<file path="src/rtl/scope_pkg.sv">
// Shared scope constants and bank FSM encodings, also imported by the sampler writer.
package scope_pkg;

  localparam int unsigned DefX0     = 100;  // left edge of trace window
  localparam int unsigned DefY0     = 200;  // top edge of trace window
  localparam int unsigned DefNpts   = 200;  // samples per bank = window width
  localparam int unsigned DefHeight = 256;  // window height in rows
  localparam int unsigned DefDw     = 8;    // sample width
  localparam int unsigned DefAw     = 8;    // RAM address width
  localparam int unsigned CoordW    = 10;   // VGA coordinate width

  typedef enum logic [1:0] {
    StIdle = 2'd0,
    StShow = 2'd1,
    StPend = 2'd2
  } bank_state_e;

endpackage

</file>
<file path="src/rtl/trace_seg_cmp.sv">
// Registered test of whether row y lies on the vertical segment joining two sample rows.
module trace_seg_cmp
  import scope_pkg::*;
(
  input  logic              i_clk,
  input  logic              i_rst,
  input  logic              i_en,
  input  logic [CoordW-1:0] i_y,
  input  logic [CoordW-1:0] i_y_prev,
  input  logic [CoordW-1:0] i_y_cur,
  output logic              o_in_seg
);

  logic [CoordW-1:0] w_lo;
  logic [CoordW-1:0] w_hi;
  logic              r_in_seg;

  // Order the two segment endpoints.
  always_comb begin
    w_lo = i_y_cur;
    w_hi = i_y_prev;
    if (i_y_prev < i_y_cur) begin
      w_lo = i_y_prev;
      w_hi = i_y_cur;
    end
  end

  // Register the in-segment decision.
  always_ff @(posedge i_clk) begin
    if (i_rst) begin
      r_in_seg <= 1'b0;
    end else begin
      r_in_seg <= i_en && (i_y >= w_lo) && (i_y <= w_hi);
    end
  end

  assign o_in_seg = r_in_seg;

endmodule

</file>
<file path="src/rtl/wave_trace_reader.sv">
// Display-side reader for the ping-pong waveform RAM: bank hand-over at frame start and a
// fixed 3-clk read pipeline producing the trace pixel.
module wave_trace_reader
  import scope_pkg::*;
#(
  parameter int unsigned X0     = DefX0,
  parameter int unsigned Y0     = DefY0,
  parameter int unsigned NPTS   = DefNpts,
  parameter int unsigned HEIGHT = DefHeight,
  parameter int unsigned DW     = DefDw,
  parameter int unsigned AW     = DefAw
) (
  input  logic              i_clk,
  input  logic              i_rst,
  input  logic [CoordW-1:0] i_value_x,
  input  logic [CoordW-1:0] i_value_y,
  input  logic              i_frame_start,
  input  logic              i_buf_ready,
  input  logic              i_buf_id,
  input  logic              i_freeze,
  input  logic [DW-1:0]     i_rd_q,
  output logic [AW-1:0]     o_rd_addr,
  output logic              o_rd_sel,
  output logic              o_buf_free,
  output logic              o_free_id,
  output logic              o_pixel_on,
  output logic [7:0]        o_drop_cnt
);

  localparam logic [CoordW-1:0] LpXLo  = CoordW'(X0);
  localparam logic [CoordW-1:0] LpXHi  = CoordW'(X0 + NPTS);
  localparam logic [CoordW-1:0] LpYBot = CoordW'(Y0 + HEIGHT - 1);

  // Bank FSM state
  bank_state_e r_state, w_state_nxt;
  logic        r_pend_id, w_pend_id_nxt;
  logic        r_rd_sel, w_rd_sel_nxt;
  logic        r_shown, w_shown_nxt;  // a bank has been displayed since reset
  logic        r_buf_free, w_buf_free_nxt;
  logic        r_free_id, w_free_id_nxt;
  logic        w_drop_inc;
  logic [7:0]  r_drop_cnt;

  // Read pipeline state
  logic              w_inwin0;
  logic [AW-1:0]     r_rd_addr;
  logic              r_inwin1;
  logic [CoordW-1:0] r_y1;
  logic              r_inwin2;
  logic [CoordW-1:0] r_y2;
  logic [AW-1:0]     r_addr2;
  logic [AW-1:0]     r_last_addr;
  logic [CoordW-1:0] r_y_last;      // y of the most recent column seen
  logic [CoordW-1:0] r_y_prev_col;  // y of the column before the current one
  logic [CoordW-1:0] w_y_cur;
  logic [CoordW-1:0] w_y_prev;
  logic              w_col0;
  logic              w_new_col;
  logic              w_pix_en;

  // Bank hand-over decisions; swaps only happen on frame_start.
  always_comb begin
    w_state_nxt    = r_state;
    w_pend_id_nxt  = r_pend_id;
    w_rd_sel_nxt   = r_rd_sel;
    w_shown_nxt    = r_shown;
    w_buf_free_nxt = 1'b0;
    w_free_id_nxt  = r_free_id;
    w_drop_inc     = 1'b0;
    unique case (r_state)
      StIdle: begin
        if (i_buf_ready) begin
          w_state_nxt   = StPend;
          w_pend_id_nxt = i_buf_id;
        end
      end
      StShow: begin
        // frame_start alone does nothing here, so a coincident buf_ready waits a frame
        if (i_buf_ready) begin
          if (i_freeze) begin
            w_buf_free_nxt = 1'b1;
            w_free_id_nxt  = i_buf_id;
          end else begin
            w_state_nxt   = StPend;
            w_pend_id_nxt = i_buf_id;
          end
        end
      end
      StPend: begin
        if (i_buf_ready) begin
          // Newer bank supersedes the pending one; hand the old one back
          w_pend_id_nxt = i_buf_id;
          w_drop_inc    = 1'b1;
          if (i_buf_id != r_pend_id) begin
            w_buf_free_nxt = 1'b1;
            w_free_id_nxt  = r_pend_id;
          end
        end else if (i_frame_start && !i_freeze) begin
          w_state_nxt  = StShow;
          w_rd_sel_nxt = r_pend_id;
          w_shown_nxt  = 1'b1;
          if (r_shown && (r_rd_sel != r_pend_id)) begin
            w_buf_free_nxt = 1'b1;
            w_free_id_nxt  = r_rd_sel;
          end
        end
      end
      default: w_state_nxt = StIdle;
    endcase
  end

  // Bank FSM registers and saturating drop counter.
  always_ff @(posedge i_clk) begin
    if (i_rst) begin
      r_state    <= StIdle;
      r_pend_id  <= 1'b0;
      r_rd_sel   <= 1'b0;
      r_shown    <= 1'b0;
      r_buf_free <= 1'b0;
      r_free_id  <= 1'b0;
      r_drop_cnt <= 8'd0;
    end else begin
      r_state    <= w_state_nxt;
      r_pend_id  <= w_pend_id_nxt;
      r_rd_sel   <= w_rd_sel_nxt;
      r_shown    <= w_shown_nxt;
      r_buf_free <= w_buf_free_nxt;
      r_free_id  <= w_free_id_nxt;
      if (w_drop_inc && (r_drop_cnt != 8'hFF)) begin
        r_drop_cnt <= r_drop_cnt + 8'd1;
      end
    end
  end

  assign w_inwin0 = (i_value_x >= LpXLo) && (i_value_x < LpXHi);

  // S0: issue the RAM address for in-window columns; carry window flag and row along.
  always_ff @(posedge i_clk) begin
    if (i_rst) begin
      r_rd_addr <= '0;
      r_inwin1  <= 1'b0;
      r_y1      <= '0;
    end else begin
      if (w_inwin0) begin
        r_rd_addr <= AW'(i_value_x - LpXLo);
      end
      r_inwin1 <= w_inwin0;
      r_y1     <= i_value_y;
    end
  end

  // S1: align window flag, row and address with the registered RAM data.
  always_ff @(posedge i_clk) begin
    if (i_rst) begin
      r_inwin2 <= 1'b0;
      r_y2     <= '0;
      r_addr2  <= '0;
    end else begin
      r_inwin2 <= r_inwin1;
      r_y2     <= r_y1;
      r_addr2  <= r_rd_addr;
    end
  end

  // Sample 0 maps to the bottom row of the window.
  assign w_y_cur = LpYBot - CoordW'(i_rd_q);
  assign w_col0  = (r_addr2 == '0);
  // value_x may dwell on a column for several clocks; only a column change shifts history.
  assign w_new_col = r_inwin2 && ((r_addr2 != r_last_addr) || w_col0);
  assign w_y_prev  = w_col0    ? w_y_cur  :
                     w_new_col ? r_y_last : r_y_prev_col;
  assign w_pix_en  = r_inwin2 && r_shown;

  // S2: remember the sample row of the previous column.
  always_ff @(posedge i_clk) begin
    if (i_rst) begin
      r_last_addr  <= '0;
      r_y_last     <= '0;
      r_y_prev_col <= '0;
    end else if (w_new_col) begin
      r_last_addr  <= r_addr2;
      r_y_last     <= w_y_cur;
      r_y_prev_col <= r_y_last;
    end
  end

  trace_seg_cmp u_seg_cmp (
    .i_clk    (i_clk),
    .i_rst    (i_rst),
    .i_en     (w_pix_en),
    .i_y      (r_y2),
    .i_y_prev (w_y_prev),
    .i_y_cur  (w_y_cur),
    .o_in_seg (o_pixel_on)
  );

  assign o_rd_addr  = r_rd_addr;
  assign o_rd_sel   = r_rd_sel;
  assign o_buf_free = r_buf_free;
  assign o_free_id  = r_free_id;
  assign o_drop_cnt = r_drop_cnt;

endmodule

</file>
<file path="config.mk">
export PLATFORM = sky130hd
export DESIGN_NAME = wave_trace_reader
export DESIGN_NICKNAME = d
export VERILOG_FILES = /design/src/rtl/scope_pkg.sv /design/src/rtl/trace_seg_cmp.sv /design/src/rtl/wave_trace_reader.sv
export SDC_FILE = /design/constraint.sdc
export NUM_CORES = 1
export LEC_CHECK = 0
export ABC_AREA = 1
export CAP_MARGIN = 20
export CORE_ASPECT_RATIO = 0.7
export CORE_MARGIN = 5
export CORE_UTILIZATION = 50
export DETAILED_ROUTE_END_ITERATION = 10
export PLACE_DENSITY = 0.74
export SLEW_MARGIN = 20
export SYNTH_ARGS = -nofsm -noshare
export SYNTH_HDL_FRONTEND = slang
export SYNTH_SLANG_ARGS = --single-unit
</file>
<file path="constraint.sdc">
create_clock -name i_clk -period 5.85 [get_ports i_clk]
set_clock_uncertainty 0.1 [all_clocks]
set_input_delay 1.4625 -clock i_clk [delete_from_list [all_inputs] [get_ports i_clk]]
set_output_delay 1.4625 -clock i_clk [all_outputs]
set_load 0.02 [all_outputs]
</file>
==> impl_metrics.json, run 1 <==
{
  "cts_sinks": 81,
  "drive_gt1_share_pct": 7.42,
  "p_leak_nw": 2.48,
  "yosys_warnings": 0,
  "cts-htree-levels": 3,
  "final-setup-viol-count": 0,
  "ctsHoldBuffers": 0,
  "n_antenna_cell": 0,
  "async_flop_share_pct": 0,
  "netlist.area_leader.share_pct": 37.6,
  "clk_pin_slew_ps": 60,
  "synth_ff_type": "dfxtp_1",
  "place.gp.congestion": 0.847,
  "synth_seq_area_share_pct": 37.6,
  "wl_per_cell_microns": 12.4,
  "numCtsBuffers": 9,
  "cts_resized": 0,
  "status": "complete, no violations",
  "die_x_microns": 121,
  "syn2layout_area_growth_pct": 21.9,
  "synthesis.nets": 663,
  "coreArea_sq_mm": 0.00844,
  "hold_depth": 2,
  "drtIter0Drc": 230,
  "cts_tree": "yes",
  "setup.worst_path.start_class": "primary input",
  "path_class": "primary input to register",
  "rr_worst_depth": 28,
  "num_rows": 28,
  "setup_tns_ps": 0,
  "grt_usage_pct": 19.2,
  "path_max_fanout": 19,
  "routed_via_density": 4.89,
  "maxSlewHeadroom_pct": 41.9,
  "ant_nets": 0,
  "hold_viol": 0,
  "postSynthCellCount": 592,
  "ir_worst_vdd_uv": 147,
  "synth_area_leaders": "dfxtp_1 38%, ha_1 11%, nand2_1 8.8%",
  "critPathCaptureType": "register",
  "hold_class": "register to register",
  "clockBufferDepth": 2,
  "port_buffers": 53,
  "die_y_microns": 87.7,
  "grt_max_degree": 45,
  "vias": 3753,
  "cts_setup_buffers": 0,
  "drc": 0,
  "grt_pass1_vias": 3573,
  "min_period_over_period_pct": 88.9,
  "arrival_ps": 5380,
  "drt-pass1-iter-count": 4,
  "start_util_pct": 51.1,
  "dp_hpwl_mm": 7.08,
  "die-area_sq_mm": 0.0106,
  "wirelength_mm": 9.54,
  "grt_pass1_wl_mm": 16.5,
  "utilization_pct": 62.2,
  "io-pin-count": 54,
  "insertion_delay_ps": 330,
  "max_freq_mhz": 192,
  "fillers": 742,
  "antenna_found_initial": 0,
  "path_common_cell": "inv_1",
  "drv_cap": 0,
  "tightest_slew_ps": 871,
  "syn-cell-area_sq_mm": 0.00431,
  "overflow": 0,
  "yosys_register_bits": 81,
  "layout.nets": 713,
  "syn_avg_cell_area_sq_um": 7.28,
  "drv_slew": 0,
  "critPathRequiredTime_ps": 6020,
  "yosys.area.top_type": "dfxtp_1",
  "powerDensity_mw_per_mm2": 331,
  "worst_path_max_delay_cell": "clkdlybuf4s50_1",
  "clock-root-buffer": "clkbuf_16",
  "synth_edf_count": 0,
  "grt_setup_unrepaired": "false",
  "synth_most_common_cell": "nand2_1",
  "yosys-top-cells-count": "101 x nand2_1, 93 x inv_1, 81 x dfxtp_1, 66 x nor2_1, 44 x a21oi_1",
  "min_period_ps": 5200,
  "cpPeakStageDelay_ps": 450,
  "synth.distinct_cells": 38
}
-- state kept, by name, indices dropped and copies added (netlist names) --
register	count
o_drop_cnt	8
o_free_id	1
r_inwin2	1
r_y_last	9
r_shown	1
o_buf_free	1
r_pend_id	1
u_seg_cmp.o_in_seg	1
r_inwin1	1
r_last_addr	8
r_y1	10
r_y2	10
r_y_prev_col	10
r_addr2	8
r_state	2
o_rd_sel	1
o_rd_addr	8
-- final timing paths --
check / start / to / slack (ps)
min: r_y1[1]$_SDFF_PP0_ / r_y2[1]$_SDFF_PP0_ / 300
min reg2reg: r_y1[1]$_SDFF_PP0_ / r_y2[1]$_SDFF_PP0_ / 300
max: i_rd_q[3] / u_seg_cmp.o_in_seg$_SDFF_PP0_ / 650
max reg2reg: r_addr2[4]$_SDFF_PP0_ / u_seg_cmp.o_in_seg$_SDFF_PP0_ / 1250
-- worst max-delay path: cells and delay by family --
kind	cells	cell delay, ps
AO/OA/AOI/OAI	6	890
XOR/XNOR	1	210
adder cells (fa/ha/maj)	3	780
buffers and inverters	6	1070
AND/OR/NAND/NOR	9	970
-- metal layers --
metal  vias to the layer above  global-route usage (%)  part of all wire [%]
li1                       1994                       -                     -
met1                      1663                    27.0                    50
met2                        84                    29.4                    42
met3                        12                    4.33                   6.2
met4                         0                    6.07                   1.4
met5                         -                       0                     0
-- layout make-up --
cell class / instances / area [sq um] / area share [%]
clock inverter: 5 / 85.1 / 1.62
tap: 120 / 150 / 2.86
timing repair buffer: 56 / 553 / 10.5
inverter: 100 / 375 / 7.14
clock buffer: 11 / 253 / 4.81
sequential: 81 / 1620 / 30.9
multi-input combinational: 394 / 2220 / 42.2
-- power breakdown --
group	total (W)	leakage, nW	internal [W]	switching [W]
clock network	0.000620	0.162	0.000399	0.000221
registers	0.000618	0.662	0.000590	0.0000278
logic	0.000503	1.65	0.000194	0.000309
-- layout by cell type (no fill, tap or decap), types with 3 or more instances in the layout --
cell | Yosys | final
a21oi_1 | 44 | 44
buf_4 | 2 | 3
clkbuf_16 | 0 | 9
clkdlybuf4s50_1 | 0 | 53
dfxtp_1 | 81 | 81
ha_1 | 37 | 37
inv_1 | 93 | 93
inv_2 | 7 | 7
nand2_1 | 101 | 101
nand2_2 | 3 | 3
nand2_4 | 3 | 3
nand3_1 | 31 | 31
nand4_1 | 5 | 5
nor2_1 | 66 | 66
nor3_1 | 3 | 3
o21ai_0 | 42 | 42
o21ai_1 | 5 | 5
o21ai_2 | 9 | 9
o22ai_1 | 6 | 6
or2_1 | 5 | 5
xnor2_1 | 6 | 6
xor2_1 | 6 | 6
-- logic make-up after synthesis --
logic type | Yosys count | share of synthesized area (%)
AND/OR/NAND/NOR | 227 | 23.0
adder cells (fa/ha/maj) | 37 | 10.7
buffers and inverters | 117 | 11.0
AO/OA/AOI/OAI | 117 | 15.2
other | 1 | 0.0870
XOR/XNOR | 12 | 2.44
flip-flops | 81 | 37.6
-- per-stage QoR --
stage / std cells / hold WS [ps] / setup WS, ps / total power (W) / cell area [sq um]
after floorplan: 592 / 288 / 1120 / 0.000995 / 4310
after global placement: 751 / 292 / 457 / 0.00111 / 4920
after detailed placement: 751 / 292 / 333 / 0.00113 / 4920
after CTS: 767 / 300 / 684 / 0.00175 / 5250
after global routing: 767 / 319 / 232 / 0.00186 / 5250
final: 767 / 300 / 647 / 0.00174 / 5250
Note: power is estimated with default switching activity, not from simulation.
==> run 2: changes to the inputs <==
CAP_MARGIN = not set   (was 20)
CTS_CLUSTER_SIZE = 14   (was not set)
==> results of run 2 <==
No change in the layout: final DEF, timing and power equal those of run 1.
==> run 3: changes to the inputs <==
CORE_UTILIZATION = 30   (was 50)
PLACE_DENSITY = not set   (was 0.74)
PLACE_DENSITY_LB_ADDON = 0.2   (was not set)
==> run 3 against run 2 <==
Power fell by 3.8%. Design area increased by 1.0%. Critical path depth is the same. Utilization is 24 points lower. Highest routed layer unchanged. Setup slack lost 150 ps. Largest power group is now sequential cells. Sequential share of layout area down 0.31 points. Combinational power barely moved. Via count is 1.5% lower. First-iteration DRC count decreased by 20%. Count of clock-buffer cells in the layout decreased by 2. Sequential power about the same. Non-clock buffer count up 1.
==> impl_metrics.json, run 3 (synthesis results as in run 1) <==
{
  "status": "complete, no violations",
  "routed_via_density": 4.41,
  "critPathRequiredTime_ps": 5980,
  "ctsHoldBuffers": 0,
  "drv_slew": 0,
  "hold_viol": 0,
  "tightest_slew_ps": 651,
  "arrival_ps": 5480,
  "die_x_microns": 153,
  "dp_hpwl_mm": 7.59,
  "drt-pass1-iter-count": 4,
  "layout.nets": 714,
  "cts_setup_buffers": 0,
  "syn2layout_area_growth_pct": 23.1,
  "swShare_pct": 35.2,
  "path_max_fanout": 19,
  "place.gp.congestion": 0.829,
  "grt_setup_unrepaired": "false",
  "cts_sinks": 81,
  "clock-root-buffer": "clkbuf_16",
  "grt_usage_pct": 12.4,
  "maxSlewHeadroom_pct": 56.5,
  "drtIter0Drc": 183,
  "numCtsBuffers": 9,
  "overflow": 0,
  "ant_nets": 0,
  "insertion_delay_ps": 340,
  "powerDensity_mw_per_mm2": 315,
  "setup.worst_path.start_class": "primary input",
  "power_w": 0.00167,
  "n_antenna_cell": 0,
  "grt_max_degree": 44,
  "min_period_ps": 5350,
  "combPwrFrac_pct": 30.1,
  "start_util_pct": 30.8,
  "drc": 0,
  "cts_tree": "yes",
  "num_rows": 36,
  "regToRegStartpoint": "r_addr2[4]$_SDFF_PP0_",
  "cts_resized": 0,
  "cp_top_family": "simple AND/OR/NAND/NOR gates",
  "drive_gt1_share_pct": 7.56,
  "path_class": "primary input to register",
  "p_int_w": 0.00108,
  "final_common_cell": "nand2_1",
  "hold_class": "register to register",
  "whs_ps": 303,
  "antenna_found_initial": 0,
  "power.switching_w": 0.000590,
  "grt_pass1_wl_mm": 16.8,
  "reg_top3": "r_y1: 10 flops, r_y2: 10 flops, r_y_prev_col: 10 flops",
  "cp.buffers_inverters": 6,
  "die-area_sq_mm": 0.0169,
  "worstHoldStart": "r_y1[5]$_SDFF_PP0_",
  "setup_tns_ps": 0,
  "ir_worst_vdd_uv": 155,
  "max_freq_mhz": 187,
  "coreArea_sq_mm": 0.0140,
  "grt_pass1_vias": 3542,
  "wirelength_mm": 10.1,
  "port_buffers": 53,
  "clockBufferDepth": 2,
  "placed_area_sq_mm": 0.00501,
  "startpoint": "i_rd_q[3]",
  "die_y_microns": 110,
  "drv_cap": 0,
  "worst_path_max_delay_cell": "clkdlybuf4s50_1",
  "final-setup-viol-count": 0,
  "cpPeakStageDelay_ps": 460,
  "wl_per_cell_microns": 12.1,
  "final_cell_mix": "101 x nand2_1, 93 x inv_1, 81 x dfxtp_1",
  "seq_power_share_pct": 36.9,
  "io-pin-count": 54,
  "utilization_pct": 37.9,
  "fin_area_sq_mm": 0.00531,
  "p_leak_nw": 2.47,
  "clk_pin_slew_ps": 60,
  "critPathCaptureType": "register",
  "cts-htree-levels": 3,
  "min_period_over_period_pct": 91.5,
  "pwr-share-clk_pct": 33.0,
  "vias": 3696,
  "fillers": 1422
}
## run 3: cell types whose count changed in the layout (fill, tap and decap cells not counted), sizes merged
cell,change
buf,+1
bufinv,-2
clkbuf,-2
clkinv,+2
clkinvlp,-1
inv,+3
## run 3: worst register-to-register path, delay by kind of cell (launching register included)
kind / cells / cell delay, ps
AND/OR/NAND/NOR: 17 / 1880
flip-flops: 1 / 340
buffers and inverters: 3 / 780
AO/OA/AOI/OAI: 6 / 920
adder cells (fa/ha/maj): 2 / 570
## run 3: path summary, 6_finish.rpt
check	end	slack [ps]	cells after the start
worst max-delay path	u_seg_cmp.o_in_seg$_SDFF_PP0_	500	25
worst min-delay path	r_y2[5]$_SDFF_PP0_	300	2
worst max register to register	u_seg_cmp.o_in_seg$_SDFF_PP0_	1130	28
worst min register to register	r_y2[5]$_SDFF_PP0_	300	2
## run 3: per-stage QoR
stage | setup slack (ps) | cells
floorplan | 1120 | 592
global placement | 375 | 822
detailed placement | 188 | 822
CTS | 521 | 838
global route | 160 | 838
finish | 496 | 838
## run 3: power by group through the flow
stage / clock (W) / combinational [W] / sequential [W]
2_1_floorplan: 0 / 0.000358 / 0.000636
5_1_grt: 0.000595 / 0.000583 / 0.000621
3_5_place_dp: 0 / 0.000505 / 0.000630
4_1_cts: 0.000571 / 0.000507 / 0.000618
3_3_place_gp: 0 / 0.000492 / 0.000629
6_report: 0.000553 / 0.000504 / 0.000618
## run 3: routing by layer
| layer | wire (microns) | up-vias | part of all wire [%] | track usage (%) |
|---|---|---|---|---|
| met5 | 0 | - | 0 | 0 |
| met4 | 107 | 0 | 1.1 | 4.13 |
| met3 | 495 | 8 | 4.9 | 3.71 |
| met2 | 4250 | 68 | 42 | 19.4 |
| met1 | 5270 | 1626 | 52 | 16.6 |
| li1 | - | 1994 | - | - |
## run 3: layout make-up
type / count / area, sq um / share of cell area [%]
clock buffers: 9 / 225 / 4.24
clock inverters: 7 / 71.3 / 1.34
inverters: 100 / 375 / 7.07
multi-input cells: 394 / 2220 / 41.7
flip-flops and latches: 81 / 1620 / 30.6
well taps: 190 / 238 / 4.48
repair buffers: 57 / 561 / 10.6
